## src/rtl/pipe_control_unit_if.sv

```systemverilog
// Signal bundle between the IF/ID register, the pipeline control unit and the
// datapath stage muxes. The control unit drives the slave side.
interface pipe_control_unit_if #(
  parameter int CNT_W = 16,
  parameter int REG_W = 5
);
  logic             id_valid;
  logic [31:0]      id_insn;
  logic             ex_zero;
  logic             stall_ext;

  logic [5:0]       ex_alu_op;
  logic             ex_alu_src;
  logic             ex_reg_dst;
  logic             ex_ext_sel;
  logic             mem_read;
  logic             mem_write;
  logic             wb_reg_write;
  logic             wb_mem_to_reg;
  logic [REG_W-1:0] wb_wr_reg;
  logic             pc_write;
  logic             ifid_write;
  logic             ifid_flush;
  logic [1:0]       pc_src;
  logic             illegal_insn;
  logic [CNT_W-1:0] stall_cnt;
  logic [CNT_W-1:0] flush_cnt;

  modport master (
    output id_valid, id_insn, ex_zero, stall_ext,
    input  ex_alu_op, ex_alu_src, ex_reg_dst, ex_ext_sel, mem_read, mem_write,
           wb_reg_write, wb_mem_to_reg, wb_wr_reg, pc_write, ifid_write,
           ifid_flush, pc_src, illegal_insn, stall_cnt, flush_cnt
  );

  modport slave (
    input  id_valid, id_insn, ex_zero, stall_ext,
    output ex_alu_op, ex_alu_src, ex_reg_dst, ex_ext_sel, mem_read, mem_write,
           wb_reg_write, wb_mem_to_reg, wb_wr_reg, pc_write, ifid_write,
           ifid_flush, pc_src, illegal_insn, stall_cnt, flush_cnt
  );
endinterface

```

## src/rtl/pipe_control_unit.sv

```systemverilog
// Pipelined control: decodes IF/ID, carries control bundles through ID/EX,
// EX/MEM and MEM/WB, and handles load-use stalls, branch/jump flushes and counters.
module pipe_control_unit #(
  parameter int CNT_W = 16,
  parameter int REG_W = 5
) (
  input logic                clk,
  input logic                reset,
  pipe_control_unit_if.slave bus
);

  localparam logic [5:0] OP_RTYPE = 6'b000000;
  localparam logic [5:0] OP_ADDI  = 6'b001000;
  localparam logic [5:0] OP_ORI   = 6'b001101;
  localparam logic [5:0] OP_LW    = 6'b100011;
  localparam logic [5:0] OP_SW    = 6'b101011;
  localparam logic [5:0] OP_BEQ   = 6'b000100;
  localparam logic [5:0] OP_BNE   = 6'b000101;
  localparam logic [5:0] OP_J     = 6'b000010;
  localparam logic [5:0] OP_NOP   = 6'b111111;

  typedef struct packed {
    logic [5:0]       aluOp;
    logic             aluSrc;
    logic             regDst;
    logic             extSel;
    logic             regWrite;
    logic             memRead;
    logic             memWrite;
    logic             memToReg;
    logic [REG_W-1:0] wrReg;
    logic             isBranch;
    logic             branchNe;
    logic             illegal;
  } idExCtl_t;

  typedef struct packed {
    logic             regWrite;
    logic             memRead;
    logic             memWrite;
    logic             memToReg;
    logic [REG_W-1:0] wrReg;
  } exMemCtl_t;

  typedef struct packed {
    logic             regWrite;
    logic             memToReg;
    logic [REG_W-1:0] wrReg;
  } memWbCtl_t;

  typedef enum logic [2:0] {
    ACT_RESET,
    ACT_HOLD,
    ACT_BRANCH,
    ACT_STALL,
    ACT_JUMP,
    ACT_NORMAL
  } fetchAct_e;

  idExCtl_t         idEx_q, idEx_d;
  exMemCtl_t        exMem_q, exMem_d;
  memWbCtl_t        memWb_q, memWb_d;
  logic [CNT_W-1:0] stallCnt_q, stallCnt_d;
  logic [CNT_W-1:0] flushCnt_q, flushCnt_d;

  idExCtl_t         idDec;
  logic             readsRs, readsRt, isJump, hasDest;
  logic             loadUse, branchTaken;
  fetchAct_e        fetchAct;

  logic [5:0]       opcode, funct;
  logic [REG_W-1:0] rsIdx, rtIdx, rdIdx;
  logic             unusedShamt;

  assign opcode      = bus.id_insn[31:26];
  assign funct       = bus.id_insn[5:0];
  assign rsIdx       = REG_W'(bus.id_insn[25:21]);
  assign rtIdx       = REG_W'(bus.id_insn[20:16]);
  assign rdIdx       = REG_W'(bus.id_insn[15:11]);
  assign unusedShamt = ^bus.id_insn[10:6];

  // An invalid IF/ID slot decodes exactly like a nop; writes to r0 are dropped here
  always_comb begin
    idDec   = '0;
    readsRs = 1'b0;
    readsRt = 1'b0;
    isJump  = 1'b0;
    hasDest = 1'b0;
    if (bus.id_valid) begin
      case (opcode)
        OP_RTYPE: begin
          idDec.aluOp    = funct;
          idDec.regDst   = 1'b1;
          idDec.regWrite = 1'b1;
          idDec.extSel   = 1'b1;
          readsRs        = 1'b1;
          readsRt        = 1'b1;
          hasDest        = 1'b1;
        end
        OP_ADDI, OP_ORI: begin
          idDec.aluOp    = (opcode == OP_ADDI) ? 6'b100000 : 6'b100101;
          idDec.aluSrc   = 1'b1;
          idDec.regWrite = 1'b1;
          idDec.extSel   = 1'b1;
          readsRs        = 1'b1;
          hasDest        = 1'b1;
        end
        OP_LW: begin
          idDec.aluSrc   = 1'b1;
          idDec.regWrite = 1'b1;
          idDec.memRead  = 1'b1;
          idDec.memToReg = 1'b1;
          idDec.extSel   = 1'b1;
          readsRs        = 1'b1;
          hasDest        = 1'b1;
        end
        OP_SW: begin
          idDec.aluSrc   = 1'b1;
          idDec.memWrite = 1'b1;
          idDec.extSel   = 1'b1;
          readsRs        = 1'b1;
          readsRt        = 1'b1;
          hasDest        = 1'b1;
        end
        OP_BEQ, OP_BNE: begin
          idDec.aluOp    = 6'b100001;
          idDec.isBranch = 1'b1;
          idDec.branchNe = (opcode == OP_BNE);
          idDec.extSel   = 1'b1;
          readsRs        = 1'b1;
          readsRt        = 1'b1;
          hasDest        = 1'b1;
        end
        OP_J: begin
          isJump = 1'b1;
        end
        OP_NOP: begin
        end
        default: begin
          idDec.illegal = 1'b1;
        end
      endcase
    end
    if (hasDest) begin
      idDec.wrReg = idDec.regDst ? rdIdx : rtIdx;
      if (idDec.wrReg == '0) begin
        idDec.regWrite = 1'b0;
      end
    end
  end

  assign branchTaken = idEx_q.isBranch & (bus.ex_zero ^ idEx_q.branchNe);
  assign loadUse     = idEx_q.memRead && (idEx_q.wrReg != '0) &&
                       ((readsRs && (rsIdx == idEx_q.wrReg)) ||
                        (readsRt && (rtIdx == idEx_q.wrReg)));

  // Single priority decision that every fetch output and state update follows
  always_comb begin
    fetchAct = ACT_NORMAL;
    if (reset) begin
      fetchAct = ACT_RESET;
    end else if (bus.stall_ext) begin
      fetchAct = ACT_HOLD;
    end else if (branchTaken) begin
      fetchAct = ACT_BRANCH;
    end else if (loadUse) begin
      fetchAct = ACT_STALL;
    end else if (isJump) begin
      fetchAct = ACT_JUMP;
    end
  end

  always_comb begin
    bus.pc_write   = 1'b0;
    bus.ifid_write = 1'b0;
    bus.ifid_flush = 1'b0;
    bus.pc_src     = 2'b00;
    case (fetchAct)
      ACT_BRANCH: begin
        bus.pc_write   = 1'b1;
        bus.ifid_write = 1'b1;
        bus.ifid_flush = 1'b1;
        bus.pc_src     = 2'b01;
      end
      ACT_JUMP: begin
        bus.pc_write   = 1'b1;
        bus.ifid_write = 1'b1;
        bus.ifid_flush = 1'b1;
        bus.pc_src     = 2'b10;
      end
      ACT_NORMAL: begin
        bus.pc_write   = 1'b1;
        bus.ifid_write = 1'b1;
      end
      default: begin
      end
    endcase
  end

  // Stall, flush and jump all turn the ID instruction into a bubble in EX
  always_comb begin
    idEx_d     = idEx_q;
    exMem_d    = exMem_q;
    memWb_d    = memWb_q;
    stallCnt_d = stallCnt_q;
    flushCnt_d = flushCnt_q;
    if ((fetchAct != ACT_RESET) && (fetchAct != ACT_HOLD)) begin
      memWb_d.regWrite = exMem_q.regWrite;
      memWb_d.memToReg = exMem_q.memToReg;
      memWb_d.wrReg    = exMem_q.wrReg;
      exMem_d.regWrite = idEx_q.regWrite;
      exMem_d.memRead  = idEx_q.memRead;
      exMem_d.memWrite = idEx_q.memWrite;
      exMem_d.memToReg = idEx_q.memToReg;
      exMem_d.wrReg    = idEx_q.wrReg;
      idEx_d           = (fetchAct == ACT_NORMAL) ? idDec : '0;
      if ((fetchAct == ACT_STALL) && (stallCnt_q != '1)) begin
        stallCnt_d = stallCnt_q + CNT_W'(1);
      end
      if (((fetchAct == ACT_BRANCH) || (fetchAct == ACT_JUMP)) && (flushCnt_q != '1)) begin
        flushCnt_d = flushCnt_q + CNT_W'(1);
      end
    end
  end

  always_ff @(posedge clk or posedge reset) begin
    if (reset) begin
      idEx_q     <= '0;
      exMem_q    <= '0;
      memWb_q    <= '0;
      stallCnt_q <= '0;
      flushCnt_q <= '0;
    end else begin
      idEx_q     <= idEx_d;
      exMem_q    <= exMem_d;
      memWb_q    <= memWb_d;
      stallCnt_q <= stallCnt_d;
      flushCnt_q <= flushCnt_d;
    end
  end

  assign bus.ex_alu_op     = idEx_q.aluOp;
  assign bus.ex_alu_src    = idEx_q.aluSrc;
  assign bus.ex_reg_dst    = idEx_q.regDst;
  assign bus.ex_ext_sel    = idEx_q.extSel;
  assign bus.illegal_insn  = idEx_q.illegal;
  assign bus.mem_read      = exMem_q.memRead;
  assign bus.mem_write     = exMem_q.memWrite;
  assign bus.wb_reg_write  = memWb_q.regWrite;
  assign bus.wb_mem_to_reg = memWb_q.memToReg;
  assign bus.wb_wr_reg     = memWb_q.wrReg;
  assign bus.stall_cnt     = stallCnt_q;
  assign bus.flush_cnt     = flushCnt_q;

endmodule
```

## src/flat_wrapper.sv

```systemverilog
// flat-port wrapper written by rule: the top's interface ports become plain ports
module pipe_control_unit_flat 
#(
  parameter int CNT_W = 16,
  parameter int REG_W = 5
)
  (clk, reset, bus_id_valid, bus_id_insn, bus_ex_zero, bus_stall_ext, bus_ex_alu_op, bus_ex_alu_src, bus_ex_reg_dst, bus_ex_ext_sel, bus_mem_read, bus_mem_write, bus_wb_reg_write, bus_wb_mem_to_reg, bus_wb_wr_reg, bus_pc_write, bus_ifid_write, bus_ifid_flush, bus_pc_src, bus_illegal_insn, bus_stall_cnt, bus_flush_cnt);
  pipe_control_unit_if #(.CNT_W(CNT_W), .REG_W(REG_W)) bus_i ();
  input logic clk;
  input logic reset;
  input wire logic [$bits(bus_i.id_valid)-1:0] bus_id_valid;
  input wire logic [$bits(bus_i.id_insn)-1:0] bus_id_insn;
  input wire logic [$bits(bus_i.ex_zero)-1:0] bus_ex_zero;
  input wire logic [$bits(bus_i.stall_ext)-1:0] bus_stall_ext;
  output wire logic [$bits(bus_i.ex_alu_op)-1:0] bus_ex_alu_op;
  output wire logic [$bits(bus_i.ex_alu_src)-1:0] bus_ex_alu_src;
  output wire logic [$bits(bus_i.ex_reg_dst)-1:0] bus_ex_reg_dst;
  output wire logic [$bits(bus_i.ex_ext_sel)-1:0] bus_ex_ext_sel;
  output wire logic [$bits(bus_i.mem_read)-1:0] bus_mem_read;
  output wire logic [$bits(bus_i.mem_write)-1:0] bus_mem_write;
  output wire logic [$bits(bus_i.wb_reg_write)-1:0] bus_wb_reg_write;
  output wire logic [$bits(bus_i.wb_mem_to_reg)-1:0] bus_wb_mem_to_reg;
  output wire logic [$bits(bus_i.wb_wr_reg)-1:0] bus_wb_wr_reg;
  output wire logic [$bits(bus_i.pc_write)-1:0] bus_pc_write;
  output wire logic [$bits(bus_i.ifid_write)-1:0] bus_ifid_write;
  output wire logic [$bits(bus_i.ifid_flush)-1:0] bus_ifid_flush;
  output wire logic [$bits(bus_i.pc_src)-1:0] bus_pc_src;
  output wire logic [$bits(bus_i.illegal_insn)-1:0] bus_illegal_insn;
  output wire logic [$bits(bus_i.stall_cnt)-1:0] bus_stall_cnt;
  output wire logic [$bits(bus_i.flush_cnt)-1:0] bus_flush_cnt;
  assign bus_i.id_valid = bus_id_valid;
  assign bus_i.id_insn = bus_id_insn;
  assign bus_i.ex_zero = bus_ex_zero;
  assign bus_i.stall_ext = bus_stall_ext;
  assign bus_ex_alu_op = bus_i.ex_alu_op;
  assign bus_ex_alu_src = bus_i.ex_alu_src;
  assign bus_ex_reg_dst = bus_i.ex_reg_dst;
  assign bus_ex_ext_sel = bus_i.ex_ext_sel;
  assign bus_mem_read = bus_i.mem_read;
  assign bus_mem_write = bus_i.mem_write;
  assign bus_wb_reg_write = bus_i.wb_reg_write;
  assign bus_wb_mem_to_reg = bus_i.wb_mem_to_reg;
  assign bus_wb_wr_reg = bus_i.wb_wr_reg;
  assign bus_pc_write = bus_i.pc_write;
  assign bus_ifid_write = bus_i.ifid_write;
  assign bus_ifid_flush = bus_i.ifid_flush;
  assign bus_pc_src = bus_i.pc_src;
  assign bus_illegal_insn = bus_i.illegal_insn;
  assign bus_stall_cnt = bus_i.stall_cnt;
  assign bus_flush_cnt = bus_i.flush_cnt;
  pipe_control_unit #(.CNT_W(CNT_W), .REG_W(REG_W)) u_core (.clk(clk), .reset(reset), .bus(bus_i));
endmodule
```

## config.mk

```make
export PLATFORM = sky130hd
export DESIGN_NAME = pipe_control_unit_flat
export DESIGN_NICKNAME = d
export VERILOG_FILES = /design/src/rtl/pipe_control_unit_if.sv /design/src/rtl/pipe_control_unit.sv /design/src/flat_wrapper.sv
export SDC_FILE = /design/constraint.sdc
export NUM_CORES = 1
export LEC_CHECK = 0
export CAP_MARGIN = 10
export CORE_MARGIN = 2
export CORE_UTILIZATION = 25
export CTS_CLUSTER_DIAMETER = 150
export DETAILED_ROUTE_END_ITERATION = 7
export DONT_BUFFER_PORTS = 1
export GPL_TIMING_DRIVEN = 0
export PLACE_DENSITY = 0.37
export SETUP_SLACK_MARGIN = 0.1
export SLEW_MARGIN = 0
export SYNTH_ARGS = -nofsm -noshare
export SYNTH_HDL_FRONTEND = slang
export SYNTH_SLANG_ARGS = --single-unit
```

## constraint.sdc

```tcl
create_clock -name clk -period 8.92 [get_ports clk]
set_clock_uncertainty 0.1 [all_clocks]
set_input_delay 1.784 -clock clk [delete_from_list [all_inputs] [get_ports clk]]
set_output_delay 1.784 -clock clk [all_outputs]
set_load 0.005 [all_outputs]
```

Word level (Yosys, flattened, before mapping)
Index checks and enable logic that the tools add are counted.
{ "totals": {"ff_bits": 69, "input_bits": 37} }
{ "op_classes": {"add_sub_neg": 2, "n_eq_ne": 17, "n_mux": 30, "bitwise_logic": 2, "n_reduce_logical": 24} }
{ "ops": {"columns": ["op", "n"], "rows": [
  ["16-bit by 1-bit adder with 16-bit output, second input constant", 2],
  ["16-bit != test, second input constant", 2],
  ["21-bit two-way mux", 1],
  ["6-bit == test, second input constant", 3],
  ["3-bit two-way mux", 6],
  ["6-bit case mux with 3 select lines", 1],
  ["1-bit two-way mux", 17],
  ["13-bit two-way mux", 1],
  ["6-bit by 3-bit == test with 1-bit output, second input constant", 2],
  ["6-bit by 4-bit == test with 1-bit output, second input constant", 2],
  ["4-bit OR reduction", 3],
  ["5-bit == test", 2],
  ["5-bit two-way mux", 2],
  ["9-bit OR reduction", 1],
  ["1-bit logical AND", 7],
  ["7-bit OR reduction", 1],
  ["3-bit by 2-bit == test with 1-bit output, second input constant", 2],
  ["3-bit == test, second input constant", 2],
  ["6-bit by 2-bit == test with 1-bit output, second input constant", 1],
  ["6-bit logical NOT", 1],
  ["2-bit OR reduction", 3],
  ["5-bit logical NOT", 1],
  ["5-bit nonzero test", 1],
  ["2-bit case mux with 2 select lines", 1],
  ["other kinds (8)", 10]
]} }

Depth between registers and ports, before layout
Gate-level depths: netlist of run 1.
{ "logic_depth": {"word_depth": 15, "depth_mapped": 9, "depth_no_buf": 6} }

Worst setup path before layout of run 1
No wires, ideal clock.
{ "synth_timing": {"kind": "input port to output port", "from": "input bus_id_insn[31]", "to": "output bus_pc_write", "arrival_ns": 3.487, "path_slack_ns": 3.549, "cell_stages": 9, "path_cell_list": "buf_4 nor4b_4 nand3_2 a2111oi_4 o221ai_2 clkbuf_1 nor2_1 nor2_1 buf_4"} }
{ "synth_via": {"elab_chain_len": 14, "elab_cells_between_ends": 30} }
{ "synth_rtl": {"columns": ["element", "line_no", "rtl"], "rows": [
  ["start, declared", "flat_wrapper.sv:12", "input wire logic [$bits(bus_i.id_insn)-1:0] bus_id_insn;"],
  ["6-bit by 4-bit == test with 1-bit output (tied with other cells)", "pipe_control_unit.sv:90", "case (opcode)"],
  ["7-bit OR reduction (no source line) or 4-bit OR reduction (tied branches)", null, null],
  ["1-bit two-way mux", "pipe_control_unit.sv:90", null],
  ["1-bit two-way mux", "pipe_control_unit.sv:89", "if (bus.id_valid) begin"],
  ["1-bit logical AND, on equally long branches", "pipe_control_unit.sv:154, pipe_control_unit.sv:155", null],
  ["1-bit logical OR", "pipe_control_unit.sv:154", "((readsRs && (rsIdx == idEx_q.wrReg)) ||"],
  ["1-bit logical AND", "pipe_control_unit.sv:153", "assign loadUse = idEx_q.memRead && (idEx_q.wrReg != '0) &&"],
  ["3-bit two-way mux *", "pipe_control_unit.sv:166", "end else if (loadUse) begin"],
  ["3-bit two-way mux *", "pipe_control_unit.sv:164", "end else if (branchTaken) begin"],
  ["3-bit two-way mux *", "pipe_control_unit.sv:162", "end else if (bus.stall_ext) begin"],
  ["3-bit two-way mux *", "pipe_control_unit.sv:160", "if (reset) begin"],
  ["3-bit == test or 3-bit by 2-bit == test with 1-bit output (tied branches)", null, null],
  ["3-bit OR reduction (no source line) *", null, null],
  ["1-bit two-way mux *", null, null],
  ["end, declared", "flat_wrapper.sv:24", "output wire logic [$bits(bus_i.pc_write)-1:0] bus_pc_write;"]
]} }
Mark *: on every way between the ends. The rest lies on a longest branch, timed or not.

Final worst setup path of run 1
{ "layout_timing": {"from": "input bus_id_insn[28]", "to": "output bus_pc_write"} }
The elaborated chain is that of the path after synthesis.

==> run metrics, run 1 <==
dpl cells 548; area of the core about 0.014 sq mm; Max Fclk between 0.15 and 0.2 GHz; # IOs slightly above 90; RSZ-0062 raised after global routing no; WS Path Type in -> out; GR Util All Layers approximately 14%; Hold Crit Depth 2; Mapped Cells 367; met1 WL roughly 4600 microns; Die X between 100 and 150 microns; most frequent cells in the layout 78 x nand2_1, 67 x dfrtp_1, 20 x xor2_1, 20 x xnor2_1, 18 x nand3_1; DRC viols 0; Max Used Layer met4; final WL between 9000 and 10000 microns; worst r2r path cells 8; Synth cell types between 50 and 60; Int Power 0.556 mW; clock latency on the worst-skew pair around 340 ps; DR vias 2684; Sum Neg Setup Slack 0 ps; Hold Path Class reg -> reg; CTS-repair resized insts 0; fillers 1500; static leakage 1.91 nW; final net count ~420; first-pass detailed-route iteration total 4; post-synth top area share around 48%; ys async rst share 100%; WP data arrival between 4000 and 5000 ps; CTS tree done; met3 wire len ~720 microns; Place WS between 2000 and 3000 ps; Tcrit/Tclk final 66.3%; CP startpoint bus_id_insn[28]; top_reg_cell synth dfrtp_1; Sequential Power Share a little over two fifths; startpoint type of the worst setup path input pin; routed vias/inst ~4.8; DR WL met2 about 4300 microns; Final setup viols 0; commonest non-fill, non-tap cell in the layout nand2_1; final hold slack around 360 ps; sequential cell area fraction in the yosys report a little under half; data required time of the worst path just over 7000 ps; root buffer cell clkbuf_16; Clock Pin Slew Worst Setup and Hold Paths approximately 60 ps; IO Port Bufs 0; Period minus WS final just under 6000 ps; proportion of layout cells with a drive suffix above 1 around a tenth; Slew Limit Fails 0; Routed WL per cell between 15 and 20 microns; post-synth top area cell dfrtp_1; worst r2r src u_core.bus.stall_cnt[0]; vias in the first global route around 2800; Post-synth EDFFs 0; Finished Cell Area ~0.004 sq mm; total power draw 0.735 mW; synth warn 0; first-pass GRT wire length 15700 microns; initial antenna violation count 0; Hold Crit Start u_core.exMem_q[1]; hold path endpoint u_core.bus.wb_wr_reg[1]; final hold violations 0; die height 122 microns; clk buf depth 2; Net Sw Power 0.178 mW; Worst-Margin Slew 833 ps; Mapped Avg Cell Area between 9 and 10 sq um; r2r endpoint u_core.bus.stall_cnt[8]; largest net degree at the start of global routing 66; Post-CTS Setup Bufs 0; area grow syn2layout 16.2%; Initial Util between 20% and 30%; reg-to-reg slack, setup about 6300 ps; Remaining Overflow, GRT 0; Ant. Diodes 0; Critical Path Sink Type output pin; Final ANT Viol Nets 0; power share of the combinational group just under 6%; Non-Filler Instances ~560; Syn Std Cell Area approximately 0.0035 sq mm; worst setup margin 3000 ps; Die ar. approximately 0.015 sq mm; Hold-fix buffers, CTS 0; Switching Share about a quarter; outcome finished clean; top cells by area, synth dfrtp_1 48%, nand2_1 8.4%, xnor2_1 5.0%; clk sinks 67; Clock power frac around half; power density over the cells 180 mW/mm^2; DP HPWL 6950 microns; Core Rows between 40 and 50; Worst VDD drop roughly 75 uV; Post-Place Cell Area 0.00376 sq mm; initial detailed-routing violation count around 110; post-layout util around 30%; GP Congestion approximately 0.80; relative max-transition margin 44.1%; H-tree lvl count 3; CTS Buf Count 9; post-synthesis net count roughly 410; #FFs+latches synth 67; CP Max Fanout 10; Max Cap Viol 0
-- cells in the mapped netlist, types with 3 or more instances --
master / instances
a21o_1: 3
a21oi_1: 7
a22o_1: 7
a31oi_1: 3
and2_1: 3
and3_1: 4
and4_1: 5
buf_4: 8
clkbuf_1: 12
dfrtp_1: 67
inv_1: 7
mux2i_1: 6
nand2_1: 78
nand3_1: 18
nand4_1: 10
nor2_1: 15
nor3_1: 15
nor4_1: 7
nor4_2: 3
o21ai_0: 11
o31ai_1: 4
xnor2_1: 20
xor2_1: 20
-- worst max-delay path by stage --
stage	depth (start not counted)	to	slack, ps
floorplan	9	bus_pc_write	3550
global placement	9	bus_pc_write	2930
detailed placement	9	bus_pc_write	2930
CTS	9	bus_pc_write	2910
global route	9	bus_pc_write	2710
finish	9	bus_pc_write	3000
-- layer usage --
metal  up-vias  track usage (%)
met4         0             5.75
met1      1301             18.9
li1       1308                -
met2        65             19.7
met5         -                0
met3        10             5.44
-- final cells by class --
cell class | count | area (sq um) | share of cell area [%]
plain buffers | 26 | 139 | 3.41
clock inverters | 5 | 60.1 | 1.48
well taps | 180 | 225 | 5.53
repair buffers | 1 | 27.5 | 0.676
inverters | 7 | 28.8 | 0.707
clock buffers | 11 | 253 | 6.21
multi-input cells | 267 | 1660 | 40.8
flip-flops and latches | 67 | 1680 | 41.2
-- power groups by stage --
stage	clock (mW)	sequential, mW	combinational (mW)
final	0.377	0.315	0.0428
after global routing	0.405	0.316	0.0488
after CTS	0.392	0.315	0.0441
after detailed placement	0	0.321	0.0439
after global placement	0	0.321	0.0422
after floorplan	0	0.319	0.0317
-- worst max-delay path, cell delays in order --
cell,delay (ps)
buf_2,160
and3b_1,190
o2111ai_1,360
a2111oi_4,140
o221ai_2,420
clkbuf_1,470
nor2_1,140
nor2_1,210
buf_4,150
-- cells by family after synthesis --
group	share of synthesized area, %
buffers and inverters	4.71
adders and majority gates	0.714
AOI/OAI and AO/OA	9.64
xor gates and xnor gates	10.0
DFF	47.9
muxes	2.36
and+or+nand+nor	24.7
Power figures use the tool's default switching activity.
==> run 2, diff against run 1 <==
==> constraint.sdc (replaced) <==
create_clock -name clk -period 5.85 [get_ports clk]
set_clock_uncertainty 0.1 [all_clocks]
set_input_delay 1.17 -clock clk [delete_from_list [all_inputs] [get_ports clk]]
set_output_delay 1.17 -clock clk [all_outputs]
set_load 0.005 [all_outputs]
==> results of run 2 <==
The final DEF is identical to that of run 1. Status: finished clean.
Among the figures that moved: setup slack after placement 2930 ps -> 1090 ps; setup slack after layout 3000 ps -> 1160 ps; register-to-register setup slack 6260 ps -> 3190 ps; total power 0.735 mW -> 1.12 mW; worst IR drop on VDD 74.9 uV -> 114 uV
==> run 3, diff against run 2 <==
--- a/config.mk
+++ b/config.mk
@@ -12,7 +12,7 @@
 export DETAILED_ROUTE_END_ITERATION = 7
 export DONT_BUFFER_PORTS = 1
 export GPL_TIMING_DRIVEN = 0
-export PLACE_DENSITY = 0.37
+export PLACE_DENSITY = 0.39
 export SETUP_SLACK_MARGIN = 0.1
 export SLEW_MARGIN = 0
 export SYNTH_ARGS = -nofsm -noshare
==> constraint.sdc (replaced) <==
create_clock -name clk -period 3.9 [get_ports clk]
set_clock_uncertainty 0.1 [all_clocks]
set_input_delay 0.78 -clock clk [delete_from_list [all_inputs] [get_ports clk]]
set_output_delay 0.78 -clock clk [all_outputs]
set_load 0.005 [all_outputs]
==> run metrics, run 3 (synthesis results as in run 1) <==
outcome finished clean; Post-CTS Setup Bufs 0 (unchanged); Worst-Margin Slew 694 ps (-139 ps); first-pass GRT wire length 15200 microns (-3.1%); crit-path cells buf_4, nor4b_4, nand3_2, a2111oi_4, o221ai_4, buf_4, nor2_1, nor2_1, buf_4; clock latency on the worst-skew pair 330 ps (about the same); CTS Buf Count 9 (unchanged); post-layout util 29.5% (-0.082 points); Final setup viols 0 (unchanged); CTS tree done; dpl cells 548 (unchanged); final hold slack 211 ps (-153 ps); Worst path max stage delay 430 ps (-40 ps); Core Rows 43 (unchanged); total power draw between 1.5 and 2 mW; Critical Path Sink Type output pin; initial antenna violation count 0 (unchanged); die height 122 microns (unchanged); GP Congestion 0.795 (-0.38%); routed vias/inst 4.81 (+1.1%); DP HPWL 6900 microns (-0.83%); vias in the first global route 2659 (-3.7%); WP data arrival ~2800 ps; H-tree lvl count 3 (unchanged); slowest stage cell, crit path a2111oi_4; Die ar. 0.0150 sq mm (unchanged); clk sinks 67 (unchanged); # IOs 93 (unchanged); Non-Filler Instances 564 (unchanged); clk buf depth 2 (unchanged); DRC viols 0 (unchanged); final WL 9600 microns (-2.4%); worst r2r src u_core.bus.stall_cnt[0]; relative max-transition margin 53.6% (+9.5 points); IO Port Bufs 0 (unchanged); static leakage 1.92 nW (+0.45%); Clock Pin Slew Worst Setup and Hold Paths 50 ps (about the same); startpoint type of the worst setup path input pin; root buffer cell clkbuf_16; most frequent cells in the layout 78 x nand2_1, 67 x dfrtp_1, 20 x xor2_1, 20 x xnor2_1, 18 x nand3_1; Routed WL per cell 17.0 microns (-2.4%); first-pass detailed-route iteration total 4 (unchanged); Remaining Overflow, GRT 0 (unchanged); family with the most delay on the worst path simple AND/OR/NAND/NOR gates; CP startpoint bus_id_insn[31]; WS Path Type in -> out; Ant. Diodes 0 (unchanged); Worst VDD drop 189 uV; final net count 418 (unchanged); largest net degree at the start of global routing 39 (-41%); Slew Limit Fails 0 (unchanged); power density over the cells 401 mW/mm^2; data required time of the worst path approximately 3000 ps; area grow syn2layout 15.9%; critical path's most frequent cell buf_4; Max Fclk between 0.2 and 0.3 GHz; GR Util All Layers 13.5% (-0.48 points); CP Max Fanout 10 (unchanged); RSZ-0062 raised after global routing no; proportion of layout cells with a drive suffix above 1 10.7% (+0.26 points); Final ANT Viol Nets 0 (unchanged); CP bufs+invs 3 (unchanged); Die X 122 microns (unchanged); area of the core 0.0138 sq mm (unchanged); Place WS -69.5 ps; stages on the worst setup path 9 (unchanged); Period minus WS final 3640 ps; Tcrit/Tclk final slightly above 90%; worst r2r path cells 8 (unchanged); Initial Util 25.4% (unchanged); Hold Path Class in -> async; initial detailed-routing violation count 98 (-6.7%); worst setup margin approximately 260 ps; DR vias 2714 (+1.1%); Max Cap Viol 0 (unchanged); commonest non-fill, non-tap cell in the layout nand2_1; final hold violations 0 (unchanged)
-- run 3: power breakdown --
part / total, mW / internal (mW) / switching [mW]
combinational: 0.0983 / 0.0318 / 0.0664
sequential: 0.721 / 0.708 / 0.0127
clock: 0.809 / 0.493 / 0.315
total: 1.63 / 1.23 / 0.395
-- run 3: final timing paths --
check                                          end  slack [ps]
max in group asynchronous        u_core.exMem_q[3]        2940
min in group clk           u_core.bus.wb_wr_reg[1]         360
hold / removal             u_core.bus.ex_alu_op[4]         210
hold reg to reg            u_core.bus.wb_wr_reg[1]         360
setup reg to reg           u_core.bus.stall_cnt[3]        1200
setup / recovery                      bus_pc_write         260
-- run 3: metal layers --
| layer | global-route usage [%] | part of all wire [%] | up-vias |
|---|---|---|---|
| met5 | 0 | 0 | - |
| met4 | 5.60 | 1.5 | 0 |
| met3 | 4.28 | 6.7 | 12 |
| met2 | 19.0 | 43 | 68 |
| met1 | 18.9 | 49 | 1324 |
| li1 | - | - | 1310 |
-- run 3: cell type report --
| class | count | area (sq um) |
|---|---|---|
| buffer | 26 | 144 |
| inverter | 7 | 28.8 |
| fill | 1508 | 9710 |
| clock inverter | 5 | 53.8 |
| multi-input combinational | 267 | 1680 |
| sequential | 67 | 1680 |
| timing repair buffer | 1 | 20.0 |
| tap | 180 | 225 |
| clock buffer | 11 | 233 |
-- run 3: stage by stage --
stage          TNS [ps]  cell area, sq um
2_1_floorplan         0              3500
3_3_place_gp      -88.2              3730
3_5_place_dp      -69.5              3750
4_1_cts               0              4060
5_1_grt               0              4060
6_report              0              4060
-- run 3: repair_timing --
item,CTS,global route
endpoints found under the setup margin,3,2
gates cloned,0,0
pin swaps,0,1
hold buffers,0,0
gates resized for setup,3,5
==> RTL change (settings of run 1) <==
Reset style: synchronous (`reset`), changed in one clocked block.
--- a/src/rtl/pipe_control_unit.sv
+++ b/src/rtl/pipe_control_unit.sv
@@ -224,5 +224,5 @@
   end
 
-  always_ff @(posedge clk or posedge reset) begin
+  always_ff @(posedge clk) begin
     if (reset) begin
       idEx_q     <= '0;
Behaviour: differs if reset is asserted again (counterexample within 4 cycles, from zero or initial values and one cycle with reset high); with reset held inactive, the same outputs for 4 cycles.
==> RTL change against run 1 <==
  * Wire length shrank 6.2%
  * Synthesized area shrank 6.2%
  * Via count grew 3.9%
  * Cell area shrank 7.7%
  * Worst setup slack gained 0.62 ns
  * Sequential cell count is the same
  * Combinational power shrank 29%
  * Count of clock-buffer cells in the layout grew 1
  * Sequential share of layout area shrank 5.5 points
  * Power shrank 11%
  * Largest power group unchanged
==> RTL change: results <==
[status]
status = complete, no violations

[sta]
hold_viol = 0
setup_tns_ns = 0
holdWs_ns = 0.358
tightestPinTransition_ns = 1.02

[synth]
synth_xor_area_share_pct = 6.66
async_flop_share_pct = 0
synth_commonest_cells = dfxtp_1 (67), nor2_1 (47), nand2_1 (25)
synthTopCellsByArea = dfxtp_1 (41%), mux2i_1 (7.0%), nor2_1 (5.4%)
ys_warn_count = 0
yosysSeqAreaShare_pct = 40.8
synth_fa_ha_area_share_pct = 1.07
synth.area.mux_share_pct = 7.35
synth-main-ff-cell = dfxtp_1
synth_cell_type_count = 53
synth_nets = 422
synth_compound_gate_area_share_pct = 14.7

[setup_path]
crit_fanout = 10
reg2reg_from = u_core.idEx_q[3]
reg2reg_depth = 6
rr_endpoint = u_core.idEx_q[1]
reg2reg_slack_ns = 6.06
cp_data_arrival_time_ns = 3.41

[routing]
dr.pass1.iters = 4
wl_per_cell_um = 16.3
initialDrtViolationCount = 122
viasPerCell = 4.92

[placed_design]
postPlaceCellArea_sq_um = 3500
gp_congestion = 0.777
io_buffers = 0
dp_hpwl_um = 6870

[cts]
clkTransAtPathRegs_ns = 0.05
clk_latency_ns = 0.33
cts_resized = 0
cts_max_level = 3
root_buffer = clkbuf_16
cts.path.max_buffers = 2
post_cts_buffers = 0
cts_buffers = 9

[min_path]
min_path_cells = 2
holdPathEnd = u_core.bus.ex_alu_op[2]
hp-start = u_core.bus.ex_alu_op[2]
worstHoldPathType = flop to flop

[cells_and_area]
nNetsFinal = 433
antenna_cells = 0
drive_above_1_share_pct = 9.11

[grt]
grt_pass1_vias = 2801
grt_max_degree = 11
track_usage_pct = 13.8
grt_pass1_wl_um = 15100
antenna_found_initial = 0

[power]
peakVddDrop_v = 0.0000798
p_leak_uw = 0.00137
## RTL change: report_power, final
group / leakage [uW] / switching, uW / internal (uW) / total (uW)
combinational: 0.000706 / 19.5 / 10.9 / 30.3
sequential: 0.000540 / 0.766 / 300 / 301
clock: 0.000126 / 124 / 197 / 321
## RTL change: worst max-delay path, cell delays in order
cell and delay [ns]:
buf_2 0.16, and3b_1 0.19, o21ai_0 0.32, a211oi_2 0.17, or2_2 0.34, a21oi_1 0.28, buf_4 0.17
## RTL change: kinds of logic (layout without fill, tap and decap cells)
kind of cell | Yosys count | count (layout)
flops | 67 | 67
fa+ha+maj | 3 | 3
mux | 24 | 24
buf+inv | 36 | 48
simple gates | 154 | 154
compound gates | 74 | 74
xor+xnor | 25 | 25
## RTL change: how the worst max path moves through the flow
stage / from / endpoint / cells after the start
finish: bus_id_insn[31] / bus_pc_write / 7
global route: bus_id_insn[31] / bus_pc_src[1] / 7
CTS: bus_id_insn[31] / bus_pc_write / 7
detailed placement: bus_id_insn[31] / bus_pc_write / 7
global placement: bus_id_insn[31] / bus_pc_write / 7
floorplan: bus_id_insn[31] / bus_pc_write / 7
## RTL change: area by class of cell
| type | count | area, sq um |
|---|---|---|
| Sequential cell | 67 | 1340 |
| Buffer | 29 | 145 |
| Multi-Input combinational cell | 280 | 1770 |
| Clock buffer | 12 | 256 |
| Tap cell | 172 | 215 |
| Fill cell | 1444 | 8960 |
| Inverter | 7 | 26.3 |
## RTL change: metrics by stage
step | worst slack, ns | instances | util, % | power, uW
2_1_floorplan | 3.93 | 383 | - | 331
3_5_place_dp | 3.59 | 555 | 27.5 | 338
3_3_place_gp | 3.61 | 555 | 27.5 | 339
4_1_cts | 3.59 | 567 | 29.5 | 665
6_report | 3.62 | 567 | 29.5 | 653
5_1_grt | 3.49 | 567 | 29.5 | 682
## RTL change: metal layers
| layer | wire [um] | vias up | global-route usage (%) |
|---|---|---|---|
| li1 | - | 1393 | - |
| met1 | 4190 | 1307 | 17.3 |
| met2 | 4240 | 76 | 21.4 |
| met3 | 624 | 12 | 4.25 |
| met4 | 173 | 0 | 6.47 |
| met5 | 0 | - | 0 |
